<file path="src/rtl/riscv_test_monitor_if.sv">
// Tap bundle between a Core under test and its pass/fail/timeout monitor.
// The master side drives the core taps; the slave side (the monitor) returns the verdict.
interface riscv_test_monitor_if #(
    parameter int XLEN  = 32,
    parameter int CNT_W = 32
);
    logic              start;
    logic [XLEN-1:0]   gp_val;
    logic              ecall_ret;
    logic              st_valid;
    logic [XLEN-1:0]   st_addr;
    logic [XLEN-1:0]   st_data;
    logic [3:0]        st_be;

    logic              done;
    logic              pass;
    logic              fail;
    logic              timeout;
    logic [XLEN-2:0]   fail_testnum;
    logic [CNT_W-1:0]  cycles;

    modport master (
        output start, gp_val, ecall_ret, st_valid, st_addr, st_data, st_be,
        input  done, pass, fail, timeout, fail_testnum, cycles
    );

    modport slave (
        input  start, gp_val, ecall_ret, st_valid, st_addr, st_data, st_be,
        output done, pass, fail, timeout, fail_testnum, cycles
    );
endinterface

</file>
<file path="src/rtl/riscv_test_monitor.sv">
// Event-driven riscv-tests completion monitor: watches gp+ecall or a tohost store,
// counts cycles from start and latches a PASS / FAIL / TIMEOUT verdict.
module riscv_test_monitor #(
    parameter int              XLEN        = 32,
    parameter int              MODE        = 0,
    parameter logic [XLEN-1:0] TOHOST_ADDR = 'h0000_1000,
    parameter int              TIMEOUT     = 5000,
    parameter int              CNT_W       = 32
) (
    input  logic                 clk,
    input  logic                 rst,
    riscv_test_monitor_if.slave  mon
);

    typedef enum logic [2:0] {
        IDLE,
        RUN,
        PASS,
        FAIL,
        TMO
    } state_e;

    localparam logic [XLEN-1:0]  WORD_MASK = ~XLEN'(3);
    localparam logic [XLEN-1:0]  PASS_VAL  = XLEN'(1);
    localparam logic [CNT_W-1:0] TMO_LAST  = CNT_W'(TIMEOUT - 1);

    function automatic logic [CNT_W-1:0] sat_inc(input logic [CNT_W-1:0] v);
        return (&v) ? v : v + CNT_W'(1);
    endfunction

    state_e            state_q, state_d;
    logic [CNT_W-1:0]  cycles_q, cycles_d;
    logic [XLEN-2:0]   testnum_q, testnum_d;

    logic              evt_gp, evt_st, evt, tmo_hit;
    logic [XLEN-1:0]   rpt;

    always_comb begin
        evt_gp  = mon.ecall_ret && (mon.gp_val != '0);
        evt_st  = mon.st_valid
                  && ((mon.st_addr & WORD_MASK) == (TOHOST_ADDR & WORD_MASK))
                  && (mon.st_be == 4'hF)
                  && mon.st_data[0];
        evt     = (MODE == 0) ? evt_gp : evt_st;
        rpt     = (MODE == 0) ? mon.gp_val : mon.st_data;
        tmo_hit = (TIMEOUT != 0) && (cycles_q == TMO_LAST);
    end

    // A restart takes priority over anything seen in the same cycle; an event beats the timeout.
    always_comb begin
        state_d   = state_q;
        cycles_d  = cycles_q;
        testnum_d = testnum_q;
        case (state_q)
            RUN: begin
                if (mon.start) begin
                    cycles_d = '0;
                end else if (evt) begin
                    if (rpt == PASS_VAL) begin
                        state_d = PASS;
                    end else begin
                        state_d   = FAIL;
                        testnum_d = rpt[XLEN-1:1];
                    end
                end else if (tmo_hit) begin
                    state_d = TMO;
                end else begin
                    cycles_d = sat_inc(cycles_q);
                end
            end
            default: begin
                if (mon.start) begin
                    state_d   = RUN;
                    cycles_d  = '0;
                    testnum_d = '0;
                end
            end
        endcase
    end

    always_ff @(posedge clk or negedge rst) begin
        if (!rst) begin
            state_q   <= IDLE;
            cycles_q  <= '0;
            testnum_q <= '0;
        end else begin
            state_q   <= state_d;
            cycles_q  <= cycles_d;
            testnum_q <= testnum_d;
        end
    end

    // Verdict flags decode straight from the state, so exactly one is set whenever done is.
    assign mon.done         = (state_q == PASS) || (state_q == FAIL) || (state_q == TMO);
    assign mon.pass         = (state_q == PASS);
    assign mon.fail         = (state_q == FAIL);
    assign mon.timeout      = (state_q == TMO);
    assign mon.fail_testnum = testnum_q;
    assign mon.cycles       = cycles_q;

endmodule

</file>
<file path="src/flat_wrapper.sv">
// flat-port wrapper written by rule: the top's interface ports become plain ports
module riscv_test_monitor_flat 
#(
    parameter int              XLEN        = 32,
    parameter int              MODE        = 0,
    parameter logic [XLEN-1:0] TOHOST_ADDR = 'h0000_1000,
    parameter int              TIMEOUT     = 5000,
    parameter int              CNT_W       = 32
)
  (clk, rst, mon_start, mon_gp_val, mon_ecall_ret, mon_st_valid, mon_st_addr, mon_st_data, mon_st_be, mon_done, mon_pass, mon_fail, mon_timeout, mon_fail_testnum, mon_cycles);
  riscv_test_monitor_if #(.XLEN(XLEN), .CNT_W(CNT_W)) mon_i ();
  input  logic clk;
  input  logic rst;
  input wire logic [$bits(mon_i.start)-1:0] mon_start;
  input wire logic [$bits(mon_i.gp_val)-1:0] mon_gp_val;
  input wire logic [$bits(mon_i.ecall_ret)-1:0] mon_ecall_ret;
  input wire logic [$bits(mon_i.st_valid)-1:0] mon_st_valid;
  input wire logic [$bits(mon_i.st_addr)-1:0] mon_st_addr;
  input wire logic [$bits(mon_i.st_data)-1:0] mon_st_data;
  input wire logic [$bits(mon_i.st_be)-1:0] mon_st_be;
  output wire logic [$bits(mon_i.done)-1:0] mon_done;
  output wire logic [$bits(mon_i.pass)-1:0] mon_pass;
  output wire logic [$bits(mon_i.fail)-1:0] mon_fail;
  output wire logic [$bits(mon_i.timeout)-1:0] mon_timeout;
  output wire logic [$bits(mon_i.fail_testnum)-1:0] mon_fail_testnum;
  output wire logic [$bits(mon_i.cycles)-1:0] mon_cycles;
  assign mon_i.start = mon_start;
  assign mon_i.gp_val = mon_gp_val;
  assign mon_i.ecall_ret = mon_ecall_ret;
  assign mon_i.st_valid = mon_st_valid;
  assign mon_i.st_addr = mon_st_addr;
  assign mon_i.st_data = mon_st_data;
  assign mon_i.st_be = mon_st_be;
  assign mon_done = mon_i.done;
  assign mon_pass = mon_i.pass;
  assign mon_fail = mon_i.fail;
  assign mon_timeout = mon_i.timeout;
  assign mon_fail_testnum = mon_i.fail_testnum;
  assign mon_cycles = mon_i.cycles;
  riscv_test_monitor #(.XLEN(XLEN), .MODE(MODE), .TOHOST_ADDR(TOHOST_ADDR), .TIMEOUT(TIMEOUT), .CNT_W(CNT_W)) u_core (.clk(clk), .rst(rst), .mon(mon_i));
endmodule
</file>
<file path="config.mk">
export PLATFORM = sky130hd
export DESIGN_NAME = riscv_test_monitor_flat
export DESIGN_NICKNAME = d
export VERILOG_FILES = /design/src/rtl/riscv_test_monitor_if.sv /design/src/rtl/riscv_test_monitor.sv /design/src/flat_wrapper.sv
export SDC_FILE = /design/constraint.sdc
export NUM_CORES = 1
export LEC_CHECK = 0
export ABC_CLOCK_PERIOD_IN_PS = 2800
export CELL_PAD_IN_SITES_DETAIL_PLACEMENT = 2
export CELL_PAD_IN_SITES_GLOBAL_PLACEMENT = 2
export CORE_AREA = 3 3 129 131
export CTS_CLUSTER_SIZE = 8
export DETAILED_ROUTE_END_ITERATION = 16
export DIE_AREA = 0 0 132 134
export MAX_ROUTING_LAYER = met4
export PLACE_DENSITY = 0.92
export SLEW_MARGIN = 20
export SYNTH_ARGS = -nofsm -noshare
export SYNTH_HDL_FRONTEND = slang
export SYNTH_SLANG_ARGS = --single-unit
export TNS_END_PERCENT = 10
</file>
<file path="constraint.sdc">
create_clock -name clk -period 2.8 [get_ports clk]
set_input_delay 0.7 -clock clk [delete_from_list [all_inputs] [get_ports clk]]
set_output_delay 0.7 -clock clk [all_outputs]
set_load 0.005 [all_outputs]
</file>
==> results of run 1 <==
## critical path, cell delays in order
cell and delay [ns]:
clkdlybuf4s50_1 0.45, nor4_2 0.35, nand2_1 0.14, o41a_1 0.50, a211oi_4 0.24, buf_6 0.16, o21ai_4 0.14, a221o_1 0.40
## cell usage after synthesis, drive strengths merged (3+ instances only)
cell	number	area share (%)
a221o	11	3.1
a31oi	27	5.7
a41oi	5	1.2
and3	18	3.3
and4	4	0.99
buf	5	1.2
clkbuf	19	2.0
dfrtp	66	47
ha	3	1.1
inv	6	0.64
mux2	3	0.95
nand2	87	9.2
nand2b	4	0.71
nand3	7	0.99
nand4	16	2.8
nor2	18	1.9
nor3	9	1.3
nor4	17	3.6
o21ai	42	6.0
or4	3	0.64
## final cells by class
| type | instances | area (um^2) |
|---|---|---|
| flip-flops and latches | 66 | 1652 |
| clock inverters | 2 | 12.51 |
| clock buffers | 12 | 266.5 |
| repair buffers | 143 | 1419 |
| fillers | 1721 | 10230 |
| multi-input cells | 299 | 1838 |
| well taps | 216 | 270.3 |
| inverters | 7 | 26.28 |
## layout by cell type (no fill, tap or decap), types with 2 or more instances in the layout
master | Yosys | layout
a221o_1 | 11 | 11
nand2_1 | 87 | 87
nor2_1 | 18 | 18
mux2i_1 | 2 | 2
mux2_4 | 0 | 2
dlymetal6s2s_1 | 0 | 6
o21a_1 | 2 | 2
o31ai_1 | 2 | 2
nand4_1 | 16 | 16
or4_1 | 3 | 2
and3_4 | 1 | 2
nor4_1 | 15 | 9
and2_1 | 2 | 2
o21ai_4 | 0 | 2
a211oi_4 | 1 | 2
and4_1 | 4 | 4
a21oi_1 | 2 | 2
nand3_1 | 7 | 7
ha_1 | 3 | 3
nand2b_1 | 4 | 4
dfrtp_1 | 66 | 66
clkbuf_8 | 0 | 3
a31oi_1 | 22 | 22
o21ai_0 | 40 | 40
nor3b_1 | 2 | 2
a31oi_2 | 5 | 5
a41oi_1 | 5 | 5
clkbuf_16 | 0 | 9
clkdlybuf4s50_1 | 0 | 94
buf_6 | 3 | 5
buf_4 | 0 | 31
inv_1 | 6 | 6
buf_12 | 0 | 5
nor4_2 | 1 | 7
and3_1 | 17 | 17
nor3_1 | 9 | 9
## metrics by stage
step	setup WS (ns)	std cells	utilization, %
2_1_floorplan	0.2310	395	-
4_1_cts	-0.02504	742	34.24
5_1_grt	-0.1687	745	34.90
6_report	-0.07294	745	34.90
3_5_place_dp	-0.5662	727	32.26
3_3_place_gp	-0.4635	727	32.26
## flip-flops by register name, indices dropped and copies added, names as in the netlist
| register | cells |
|---|---|
| u_core.state_q | 3 |
| u_core.mon.fail_testnum | 31 |
| u_core.mon.cycles | 32 |
## worst max path at each step
stage | endpoint | from | slack, ns
final | u_core.mon.cycles[4] | mon_gp_val[26] | -0.07
after global routing | u_core.mon.cycles[4] | mon_gp_val[26] | -0.17
after CTS | u_core.mon.cycles[28] | mon_gp_val[7] | -0.03
after detailed placement | u_core.mon.cycles[3] | mon_gp_val[15] | -0.57
after global placement | u_core.mon.cycles[19] | mon_gp_val[7] | -0.46
after floorplan | u_core.mon.cycles[11] | mon_gp_val[19] | 0.23
## report_power, final
part	switching (uW)	internal, uW	leakage [uW]
sequential	126	1140	0.000889
combinational	916	742	0.00128
clock	428	660	0.000137
## kinds of logic after synthesis
group	Yosys count
simple gates	191
compound gates	99
fa+ha+maj	3
mux	5
flops	66
buf+inv	31
## repair_timing
action | CTS | global route
gates cloned | 1 | 0
setup buffers | 0 | 3
gates resized for setup | 5 | 20
hold buffers | 0 | 0
pin swaps | 6 | 15
setup endpoints to repair | 29 | 35
## routing by layer
layer,vias to the layer above,global-route usage [%]
li1,1722,-
met1,1943,21.26
met2,118,31.21
met3,20,4.164
met4,0,5.134
met5,-,-
==> PnR_summary.wiki, run 1 <==
{| class="wikitable"
! Metric !! Value
|-
| Run status || complete, but fails checks
|-
| Violations in the final reports || setup timing
|-
| Distinct cell type count after synthesis || 47
|-
| Time the worst path needs with I/O delays and setup || 2.873 ns
|-
| H-Tree Level Count || 3
|-
| Initial antenna violation count || 0
|-
| Met3 WL post-DR || 584 um
|-
| Worst Path Required || 3.03 ns
|-
| Final total power || 4014 uW
|-
| Top-level port count || 172
|-
| Number of enable flip-flop cells after synthesis || 0
|-
| TritonCTS clock tree || done
|-
| Hold Vio Cnt, Final || 0
|-
| Data arrival, critical path || 3.10 ns
|-
| Final Instance Area || 5484 um^2
|-
| Area Overhead vs Synth || 54.99%
|-
| # DRC || 0
|-
| Post-detailed-routing wire length || 15420 um
|-
| Worst setup path category || in -> reg
|-
| Core area || 15710 um^2
|-
| Vias || 3803
|-
| Post-Route M1 WL || 6695 um
|-
| Classification of the worst-slack hold path || in -> async
|-
| Antenna violation net count after detailed routing || 0
|-
| Average detailed-routed wire length per instance || 20.70 um
|-
| Worst hold slack || 0.4287 ns
|-
| Total leakage power || 0.002303 uW
|-
| Overall track demand over capacity in global routing || 18.11%
|-
| Share of synthesized cell area in full adder, half adder and majority cells || 1.061%
|-
| Maximum clock frequency || 0.3481 GHz
|-
| Worst-path fanout max || 13
|-
| Quantity of I/O buffers inserted on ports || 102
|-
| Most instantiated flip-flop cell in the synthesis netlist || dfrtp_1
|-
| Buffer type at the clock tree root || clkbuf_16
|-
| Worst Slack Setup Final || -0.07294 ns
|-
| Setup slack of the most critical reg-to-reg path || -0.05 ns
|-
| Height of the die || 134 um
|-
| Effective utilization at floorplan || 22.52%
|-
| Sum of negative setup slack || -0.8761 ns
|-
| Xor/xnor share of the synthesized area || 0%
|-
| Yosys Warn Count || 0
|-
| Cell area after placement || 5069 um^2
|-
| RSZ-0062 raised after global routing || yes
|-
| Portion of the clock cycle consumed by the worst path in the final layout || 102.6%
|-
| Proportion of synthesized chip area in sequential cells || 46.68%
|-
| Max-cap check violation count || 0
|-
| Full die area || 17690 um^2
|-
| Wire length of the first global-routing pass || 24690 um
|-
| Synthesized netlist net count || 503
|-
| Synthesized instance count || 395
|-
| Highest metal used || met4
|-
| Pins Over Slew Limit || 0
|-
| Nature of the critical path endpoint || register
|-
| Setup Skew || 0.007446 ns
|-
| Post-synthesis sequential element count || 66
|-
| Area fraction in and, or, nand and nor cells after synthesis || 27.05%
|-
| R2R depth || 8
|-
| Compound-Gate Fraction of Synth Area || 19.70%
|-
| Proportion of layout cells with a drive suffix above 1 || 15.50%
|-
| Pin count of the biggest net entering global routing || 39
|-
| Antenna Cells || 0
|-
| Total clock buffers created by CTS || 9
|-
| Worst vdd rail ir drop || 0.0003408 V
|-
| Ratio of routed vias to standard cells || 5.105
|-
| Total power density per cell area || 732.0 nW/um^2
|-
| Post-Syn Area || 3538 um^2
|-
| Reg-to-Reg End || u_core.state_q[0]
|-
| Type of origin of the critical path || input pin
|-
| Maximum clock path buffer count || 2
|-
| Avg Inst Size Synth || 8.958 um^2
|-
| Largest family of logic cells by synthesized area || simple AND/OR/NAND/NOR gates
|-
| Number of placement rows || 46
|-
| Nets || 634
|-
| WL met2 || 7896 um
|-
| HPWL after detailed placement || 10770 um
|-
| Residual overflow from global routing || 0
|-
| Clock-pin slew of the registers on the worst-case setup and hold paths || 0.06 ns
|-
| Proportion of synthesized area in mux cells || 1.521%
|-
| Clock latency on the worst-skew pair || 0.34 ns
|-
| Clk sink count || 66
|-
| Iteration-0 DRC count of the detailed router || 137
|-
| Startpoint of the lowest-slack register-to-register path || u_core.mon.cycles[21]
|-
| Worst-margin pin slew || 0.7491 ns
|-
| Routability Congestion || 0.7975
|-
| Die boundary width || 132 um
|-
| Drt pass-1 iters || 4
|-
| Vias in the first global route || 4386
|-
| Endpoints failing setup || 22
|-
| Async set-reset flop share out of synthesis || 100.0%
|-
| Worst max-slew margin expressed relative to the limit || 50.06%
|}
Power figures use the tool's default switching activity.
==> run 2: changes to the inputs <==
Settings changed: CORE_AREA 3 3 129 131 to 2 2 128 130, DIE_AREA 0 0 132 134 to 0 0 130 132, GPL_ROUTABILITY_DRIVEN set to 0.
==> run 2 against run 1 <==
Net effect: the run now ends clean; clock power about the same; non-clock buffer count increased by 6; highest routed layer unchanged; routed wire length decreased by 5.5%; largest cell class unchanged.
==> PnR_summary.wiki, run 2 (synthesized netlist as in run 1, its figures left out) <==
{| class="wikitable"
! Metric !! Value
|-
| Run status || completed
|-
| Effective utilization at floorplan || 22.52% (unchanged)
|-
| Height of the die || 132 um (-1.5%)
|-
| Final total power || 3926 uW (-2.2%)
|-
| Initial antenna violation count || 0 (unchanged)
|-
| H-Tree Level Count || 3 (unchanged)
|-
| Buffer type at the clock tree root || clkbuf_16
|-
| Type of origin of the critical path || input pin
|-
| Crit-path max cell delay || 0.47 ns (-0.03 ns)
|-
| Antenna Cells || 0 (unchanged)
|-
| Total clock buffers created by CTS || 9 (unchanged)
|-
| Core area || 15710 um^2 (unchanged)
|-
| Commonest non-fill, non-tap cell in the layout || clkdlybuf4s50_1
|-
| Antenna violation net count after detailed routing || 0 (unchanged)
|-
| Total power density per cell area || 719.4 nW/um^2 (-1.7%)
|-
| Quantity of I/O buffers inserted on ports || 102 (unchanged)
|-
| Vias || 3780 (-0.60%)
|-
| Area Overhead vs Synth || 54.24%
|-
| Overall track demand over capacity in global routing || 17.76% (-0.36 points)
|-
| Placed Cells || 733 (+0.83%)
|-
| Data arrival, critical path || 2.98 ns (-0.12 ns)
|-
| Critical path cell sequence || clkdlybuf4s50_1 -> nor4_4 -> nand2_1 -> o41a_1 -> a211oi_4 -> buf_6 -> o21ai_4 -> a221o_1
|-
| Cell with the biggest individual delay on the critical path || clkdlybuf4s50_1
|-
| Nets || 639 (+0.79%)
|-
| Final Instance Area || 5458 um^2 (-0.48%)
|-
| Hold Vio Cnt, Final || 0 (unchanged)
|-
| Clock latency on the worst-skew pair || 0.35 ns (about the same)
|-
| Number of placement rows || 46 (unchanged)
|-
| Worst Slack Setup Final || 0.04203 ns (+0.1150 ns)
|-
| Global-route met3 utilization || 4.424% (+0.26 points)
|-
| Worst-margin pin slew || 0.8670 ns (+0.1180 ns)
|-
| Total leakage power || 0.002249 uW (-2.4%)
|-
| Worst setup slack before clock tree synthesis || -0.6143 ns (-0.04807 ns)
|-
| Most used routing layer in global routing || met2
|-
| Average detailed-routed wire length per instance || 19.41 um (-6.2%)
|-
| Full die area || 17160 um^2 (-3.0%)
|-
| End-of-flow core utilization || 34.73% (-0.17 points)
|-
| # DRC || 0 (unchanged)
|-
| Proportion of layout cells with a drive suffix above 1 || 15.51% (about the same)
|-
| Number of flip-flops under the largest register name || 32 (unchanged)
|-
| Filler-free cell count of the finished design || 751 (+0.81%)
|-
| Clock-pin slew of the registers on the worst-case setup and hold paths || 0.05 ns (about the same)
|-
| Maximum clock path buffer count || 2 (unchanged)
|-
| Startpoint of the lowest-slack register-to-register path || u_core.mon.cycles[21]
|-
| Max-cap check violation count || 0 (unchanged)
|-
| Worst vdd rail ir drop || 0.0003177 V (-6.8%)
|-
| Worst-path fanout max || 13 (unchanged)
|-
| Residual overflow from global routing || 0 (unchanged)
|-
| Nature of the critical path endpoint || register
|-
| Cell class contributing the biggest share of worst-path delay || compound AO/OA/AOI/OAI gates
|-
| Leading cell types in the layout, fill and taps excluded || 101 x clkdlybuf4s50_1, 87 x nand2_1, 66 x dfrtp_1
|-
| Worst Path Required || 3.02 ns (about the same)
|-
| Wire length of the first global-routing pass || 22940 um (-7.1%)
|-
| Maximum clock frequency || 0.3626 GHz (+4.2%)
|-
| Reg-to-Reg End || u_core.state_q[0]
|-
| Setup slack of the most critical reg-to-reg path || 0.07 ns (+0.12 ns)
|-
| HPWL after detailed placement || 10540 um (-2.1%)
|-
| Startpoint of the most critical setup path || mon_gp_val[16]
|-
| Pin count of the biggest net entering global routing || 36 (-7.7%)
|-
| Setup Skew || 0.01240 ns (+0.004957 ns)
|-
| Endpoints failing setup || 0 (-100%)
|-
| Worst max-slew margin expressed relative to the limit || 42.20% (-7.9 points)
|-
| Clk sink count || 66 (unchanged)
|-
| Met1 GRT Util || 21.49% (+0.23 points)
|-
| Classification of the worst-slack hold path || in -> async
|-
| Top-level port count || 172 (unchanged)
|-
| Cell area after placement || 5091 um^2 (+0.44%)
|-
| Critical path buffers and inverters || 2 (unchanged)
|-
| R2R depth || 8 (unchanged)
|-
| Portion of the clock cycle consumed by the worst path in the final layout || 98.50% (-4.1 points)
|-
| Ratio of routed vias to standard cells || 5.033 (-1.4%)
|-
| Vias in the first global route || 4163 (-5.1%)
|-
| TritonCTS clock tree || done
|-
| Die boundary width || 130 um (-1.5%)
|-
| Time the worst path needs with I/O delays and setup || 2.758 ns (-0.1150 ns)
|-
| Post-detailed-routing wire length || 14580 um (-5.5%)
|-
| Iteration-0 DRC count of the detailed router || 169 (+23%)
|-
| RSZ-0062 raised after global routing || yes
|-
| Met2 Use GR || 28.77% (-2.4 points)
|-
| Worst setup path category || in -> reg
|-
| Drt pass-1 iters || 4 (unchanged)
|-
| Pins Over Slew Limit || 0 (unchanged)
|}
-- run 2: through the flow --
| stage | hold slack (ns) | TNS [ns] |
|---|---|---|
| floorplan | 0.4044 | 0 |
| global placement | 0.4626 | -21.77 |
| detailed placement | 0.4819 | -26.43 |
| CTS | 0.4947 | -0.00004996 |
| global route | 0.5261 | -1.454 |
| finish | 0.4724 | 0 |
-- run 2: timing repair --
| item | 4_1_cts | 5_1_grt |
|---|---|---|
| endpoints found under the setup margin | 36 | 35 |
| hold endpoints to repair | 0 | 0 |
| hold buffers | 0 | 0 |
| gates resized for setup | 4 | 9 |
| pin swaps | 4 | 7 |
| setup buffers | 2 | 1 |
-- run 2: where the power goes --
group	internal [uW]	switching [uW]	leakage [uW]
logic	710	862	0.00123
registers	1140	139	0.000889
clock network	642	431	0.000132
total	2490	1430	0.00225
-- run 2: metal layers --
metal	wire length (um)	up-vias
met2	7374	119
met5	0	-
met1	6232	1913
met3	806	10
li1	-	1738
met4	164	0
-- run 2: how the worst max path moves through the flow --
stage                     slack, ns  depth (start not counted)                          end
after detailed placement      -0.61                          7        u_core.mon.cycles[16]
after floorplan                0.23                          7        u_core.mon.cycles[11]
final                          0.04                          8         u_core.mon.cycles[8]
after global placement        -0.54                          8        u_core.mon.cycles[19]
after global routing          -0.07                         10  u_core.mon.fail_testnum[30]
after CTS                  -0.00005                          8            u_core.state_q[0]
-- run 2: area by class of cell --
type                       count  area [um^2]
inverter                       7        26.28
multi-input combinational    298         1815
clock inverter                 2        12.51
clock buffer                  13        260.3
sequential                    66         1652
tap                          216        270.3
timing repair buffer         149         1421
fill                        1702        10250
